`src/rtl/npu_pkg.sv`:
```
// -----------------------------------------------------------------------------
// npu_pkg
// Shared definitions for the NPU window path: default window geometry and the
// state encoding used by the window sequencer.
// -----------------------------------------------------------------------------
package npu_pkg;

   localparam int DEF_WINDOW_ELEMNT_SIZE = 8;   // element width in bits
   localparam int DEF_WINDOW_REG_SIZE    = 9;   // number of window entries (N)
   localparam int DEF_ADDR_SIZE          = 4;   // window address width

   typedef enum logic [1:0] {
      IDLE   = 2'd0,
      LOAD   = 2'd1,
      STREAM = 2'd2,
      DONE   = 2'd3
   } win_state_e;

endpackage

```
`src/rtl/window_seq_ctrl.sv`:
```
// -----------------------------------------------------------------------------
// window_seq_ctrl
// Sequencer for the window register file. In LOAD it accepts N elements from
// a valid/ready stream and writes them to window addresses 0..N-1. In STREAM
// it reads the window back in address order and presents it as a registered
// valid/ready stream with a last flag. A start with i_reuse set skips LOAD and
// re-streams whatever the window currently holds.
//
// Ports:
//   i_clk, i_rst_n           clock (rising edge), async active-low reset
//   i_start, i_reuse         start pulse (sampled in IDLE only), reuse qualifier
//   i_in_valid/o_in_ready    input element handshake, i_in_data element
//   o_win_wr_en/_addr/_data  window write port (combinational from handshake)
//   o_win_rd_addr            window read address, i_win_rd_data read data
//   o_out_valid/i_out_ready  output handshake, o_out_data/o_out_last registered
//   o_busy                   high in LOAD, STREAM and DONE
//   o_done                   one-cycle pulse after the last beat is accepted
// -----------------------------------------------------------------------------
module window_seq_ctrl
   import npu_pkg::*;
#(
   parameter int WINDOW_ELEMNT_SIZE = DEF_WINDOW_ELEMNT_SIZE,
   parameter int WINDOW_REG_SIZE    = DEF_WINDOW_REG_SIZE,
   parameter int ADDR_SIZE          = DEF_ADDR_SIZE
) (
   input  logic                          i_clk,
   input  logic                          i_rst_n,
   input  logic                          i_start,
   input  logic                          i_reuse,
   input  logic                          i_in_valid,
   output logic                          o_in_ready,
   input  logic [WINDOW_ELEMNT_SIZE-1:0] i_in_data,
   output logic                          o_win_wr_en,
   output logic [ADDR_SIZE-1:0]          o_win_wr_addr,
   output logic [WINDOW_ELEMNT_SIZE-1:0] o_win_wr_data,
   output logic [ADDR_SIZE-1:0]          o_win_rd_addr,
   input  logic [WINDOW_ELEMNT_SIZE-1:0] i_win_rd_data,
   output logic                          o_out_valid,
   input  logic                          i_out_ready,
   output logic [WINDOW_ELEMNT_SIZE-1:0] o_out_data,
   output logic                          o_out_last,
   output logic                          o_busy,
   output logic                          o_done
);

   localparam logic [ADDR_SIZE-1:0] LAST_IDX = ADDR_SIZE'(WINDOW_REG_SIZE - 1);

   win_state_e                    state_q, state_d;
   logic [ADDR_SIZE-1:0]          wr_ptr_q, wr_ptr_d;
   logic [ADDR_SIZE-1:0]          rd_ptr_q, rd_ptr_d;
   // Set once entry N-1 has been issued; lets rd_ptr saturate at N-1 instead
   // of needing a spare count value for "exhausted".
   logic                          rd_exh_q, rd_exh_d;
   logic                          out_valid_q, out_valid_d;
   logic                          out_last_q, out_last_d;
   logic [WINDOW_ELEMNT_SIZE-1:0] out_data_q, out_data_d;

   logic in_hs;
   logic issue;
   logic out_acc;

   always_comb begin
      in_hs   = (state_q == LOAD) && i_in_valid;
      // Issue a new read into the output register whenever it is empty or
      // being drained this cycle, giving one element per cycle at full rate.
      issue   = (state_q == STREAM) && !rd_exh_q && (!out_valid_q || i_out_ready);
      out_acc = out_valid_q && i_out_ready;

      state_d     = state_q;
      wr_ptr_d    = wr_ptr_q;
      rd_ptr_d    = rd_ptr_q;
      rd_exh_d    = rd_exh_q;
      out_valid_d = out_valid_q;
      out_last_d  = out_last_q;
      out_data_d  = out_data_q;

      case (state_q)
         IDLE: begin
            if (i_start) begin
               wr_ptr_d = '0;
               rd_ptr_d = '0;
               rd_exh_d = 1'b0;
               state_d  = i_reuse ? STREAM : LOAD;
            end
         end
         LOAD: begin
            if (in_hs) begin
               // The final write lands on the same edge as the move to
               // STREAM, so the first read already sees it.
               if (wr_ptr_q == LAST_IDX) begin
                  wr_ptr_d = '0;
                  state_d  = STREAM;
               end else begin
                  wr_ptr_d = wr_ptr_q + 1'b1;
               end
            end
         end
         STREAM: begin
            if (issue) begin
               out_data_d  = i_win_rd_data;
               out_last_d  = (rd_ptr_q == LAST_IDX);
               out_valid_d = 1'b1;
               if (rd_ptr_q == LAST_IDX) begin
                  rd_exh_d = 1'b1;
               end else begin
                  rd_ptr_d = rd_ptr_q + 1'b1;
               end
            end else if (out_acc) begin
               out_valid_d = 1'b0;
               if (out_last_q) begin
                  out_last_d = 1'b0;
                  state_d    = DONE;
               end
            end
         end
         DONE: begin
            state_d = IDLE;
         end
         default: begin
            state_d = IDLE;
         end
      endcase
   end

   always_ff @(posedge i_clk or negedge i_rst_n) begin
      if (!i_rst_n) begin
         state_q     <= IDLE;
         wr_ptr_q    <= '0;
         rd_ptr_q    <= '0;
         rd_exh_q    <= 1'b0;
         out_valid_q <= 1'b0;
         out_last_q  <= 1'b0;
         out_data_q  <= '0;
      end else begin
         state_q     <= state_d;
         wr_ptr_q    <= wr_ptr_d;
         rd_ptr_q    <= rd_ptr_d;
         rd_exh_q    <= rd_exh_d;
         out_valid_q <= out_valid_d;
         out_last_q  <= out_last_d;
         out_data_q  <= out_data_d;
      end
   end

   // Control outputs decode straight from the state register.
   assign o_in_ready    = (state_q == LOAD);
   assign o_win_wr_en   = in_hs;
   assign o_win_wr_addr = wr_ptr_q;
   assign o_win_wr_data = i_in_data;
   assign o_win_rd_addr = (state_q == STREAM) ? rd_ptr_q : '0;
   assign o_out_valid   = out_valid_q;
   assign o_out_data    = out_data_q;
   assign o_out_last    = out_last_q;
   assign o_busy        = (state_q != IDLE);
   assign o_done        = (state_q == DONE);

endmodule

```
`config.mk`:
```
export PLATFORM = sky130hd
export DESIGN_NAME = window_seq_ctrl
export DESIGN_NICKNAME = d
export VERILOG_FILES = /design/src/rtl/npu_pkg.sv /design/src/rtl/window_seq_ctrl.sv
export SDC_FILE = /design/constraint.sdc
export NUM_CORES = 1
export LEC_CHECK = 0
export CORE_MARGIN = 3
export CORE_UTILIZATION = 29
export CTS_CLUSTER_SIZE = 28
export DETAILED_ROUTE_END_ITERATION = 10
export REMOVE_ABC_BUFFERS = 1
export SETUP_SLACK_MARGIN = 0.2
export SKIP_CTS_REPAIR_TIMING = 1
export SLEW_MARGIN = 20
export SYNTH_ARGS = -nofsm -noshare
export SYNTH_HDL_FRONTEND = slang
export SYNTH_SLANG_ARGS = --single-unit
```
`constraint.sdc`:
```
create_clock -name i_clk -period 2 [get_ports i_clk]
set_clock_uncertainty 0.05 [all_clocks]
set_input_delay 0.3 -clock i_clk [delete_from_list [all_inputs] [get_ports i_clk]]
set_output_delay 0.3 -clock i_clk [all_outputs]
set_load 0.02 [all_outputs]
```
==> results.ini <==
[outcome]
status=complete, no violations

[yosys]
synth-seq-cells=21
synth_simple_gate_area_share_pct=17.3
synth_edf_count=0
syn_area_mm2=0.00126
avgSynthCellArea_um2=10.2
synth_adder_area_share_pct=7.95
synthDistinctLibCells=32
synth_top_family_by_area=simple AND/OR/NAND/NOR gates
seq_area_frac_synth_pct=41.7
ys_warn_count=0
synth.area.mux_share_pct=11.5
synth_compound_area_share_pct=10.1
synthXorXnorAreaFrac_pct=0
async_flop_share_pct=100
ys.flop_type=dfrtp_1
syn-instance-count=123

[power]
seqPwrFrac_pct=29.0
p_int_mw=1.55
irDropWorstVdd_v=0.000981
switchingPower_mw=1.09
power.density_mw_per_mm2=1540
combPwrFrac_pct=60.2
power_switching_share_pct=41.3
p_clk_share_pct=10.8
p_leak_nw=0.813

[cells_and_area]
n_antenna_cell=0
finalInstanceArea_mm2=0.00171
final_common_cell=clkdlybuf4s50_1
layout-drive-gt1-share_pct=21.3
area_delta_synth_final_pct=36.0
post-route-util_pct=41.9
final_nets=191
final_cell_mix=clkdlybuf4s50_1 (27), dfrtp_1 (21), inv_1 (9), o21ai_0 (9), buf_4 (9)

[drt]
dr_total_vias=1032
antenna_left=0
drtIter0Drc=42
wl_um=2750
drc=0
vias_per_cell=4.91
wl_per_cell_um=13.1
drt-pass1-iter-count=4

[critical_path]
r2r_end=state_q[0]$_DFFE_PN0P_
critPathLaunch=state_q[0]$_DFFE_PN0P_
critPathTopFamily=buffers and inverters
cp-start-kind=flop
max_stage_delay_ns=0.38
cp.arrival_ns=1.49
path_cells=inv_1, ha_2, buf_4, and2_1, dlymetal6s2s_1
required_ns=1.65
r2r-start=state_q[0]$_DFFE_PN0P_
rr_worst_depth=5
crit_cells=5
worstSetupPathType=flop to output pin
rrSetupSlack_ns=0.29
endpoint=o_win_rd_addr[3]
cp_num_buf_inv=3
cp_slowest_cell=dfrtp_1
cp_max_fo=9
endpoint_kind=output pin

[clocking]
clockRootBuffer=clkbuf_8
cts.sinks=21
clockBufferDepth=2
cts-buffers-inserted=3
clkLatencyLatePin_ns=0.26
h-tree-depth=1
cts_tree=done
clk_pin_slew_ns=0.08

[sta]
finalCritPeriodShare_pct=91.8
setup_violations=0
final_max_slew_viol_count=0
fin_ws_ns=0.165
rsz0062_at_grt=yes
worst_pin_slew_ns=0.402
tns_ns=0
report.final.hold_viol_count=0
clock.fmax_mhz=545
slew_headroom_pct=73.1
holdWs_ns=0.318
min_period_ns=1.84

[global_routing]
grt_pass1_vias=1024
grt_max_degree=22
antenna_found_initial=0
overflow=0
grt_first_pass_wirelength_um=4660
track_usage_pct=11.4

[placement]
dp_slack_ns=0.0563
placed_area_mm2=0.00164
routabilityCongestion=0.851
hpwl_um=2100
portBuffers=35

[die]
num_rows=23
die_x_um=71.9
start_util_pct=30.8
dieArea_mm2=0.00517
die_y_um=71.9
boundaryPins=52
core_area_mm2=0.00409

[min_path]
hold_path_class=input pin to asynchronous set/reset pin

[job]
maxCapViolations=0

-- cell type report --
class / count / area, um^2
Clock buffer: 4 / 45.0
Sequential cell: 21 / 526
Timing Repair Buffer: 45 / 427
Inverter: 10 / 37.5
Fill cell: 396 / 2370
Tap cell: 50 / 62.6
Multi-Input combinational cell: 80 / 614
-- worst min-delay path by stage --
stage | startpoint | to | slack [ns] | cells past startpoint
after floorplan | i_rst_n | o_out_data[0]$_DFFE_PN0P_ | -0.05 | 0
after global placement | o_out_data[1]$_DFFE_PN0P_ | o_out_data[1]$_DFFE_PN0P_ | 0.44 | 1
after detailed placement | o_out_data[2]$_DFFE_PN0P_ | o_out_data[2]$_DFFE_PN0P_ | 0.45 | 1
after CTS | i_rst_n | o_out_data[3]$_DFFE_PN0P_ | 0.33 | 2
after global routing | i_rst_n | o_out_data[2]$_DFFE_PN0P_ | 0.33 | 2
final | i_rst_n | o_out_data[4]$_DFFE_PN0P_ | 0.32 | 2
-- worst register-to-register path: cells and delay by family (launching register included) --
kind	cells	cell delay (ns)
multiplexers	1	0.31
flip-flops	1	0.38
buffers and inverters	2	0.29
AO/OA/AOI/OAI	1	0.39
adder cells (fa/ha/maj)	1	0.18
-- power groups by stage --
stage	Sequential (mW)	Combinational, mW	Clock [mW]
floorplan	0.893	0.783	0
global placement	0.763	1.55	0
detailed placement	0.773	1.57	0
CTS	0.767	1.58	0.293
global route	0.797	1.74	0.313
finish	0.768	1.59	0.286
-- through the flow --
stage,power (mW),std cells
after floorplan,1.68,111
after global placement,2.31,206
after detailed placement,2.34,206
after CTS,2.64,210
after global routing,2.85,210
final,2.64,210
-- sequential cells by signal (all words and copies together), names as in the netlist --
name and count:
o_out_valid 1, o_out_data 8, state_q 2, rd_ptr_q 4, o_win_wr_addr 4, o_out_last 1, rd_exh_q 1
-- cells by family (layout without fill, tap and decap cells) --
logic type | count (synthesis) | after routing
flip-flops | 21 | 21
AND/OR/NAND/NOR | 40 | 40
adder cells (fa/ha/maj) | 8 | 8
buffers and inverters | 22 | 59
multiplexers | 13 | 13
AO/OA/AOI/OAI | 19 | 19
-- metal layers --
layer  routed length [um]  up-vias  track usage (%)
met1                 1170      478             13.6
li1                     -      500                -
met4                   36        0             3.76
met5                    0        -                0
met3                  318        5             6.17
met2                 1230       49             17.6
-- synth_stat cells (all sizes together), types with 3 or more instances --
cell type / count / area share, %
o21ai: 11 / 4.7
dfrtp: 21 / 42
nand2: 8 / 2.4
mux2i: 4 / 3.2
nand3: 7 / 2.8
inv: 9 / 2.7
buf: 12 / 8.3
a221o: 3 / 2.5
and2: 3 / 1.5
ha: 8 / 8.0
nor2: 6 / 1.8
mux2: 9 / 8.3
nand4: 5 / 2.5
nor3: 3 / 1.6
(Power assumes the default switching activity.)
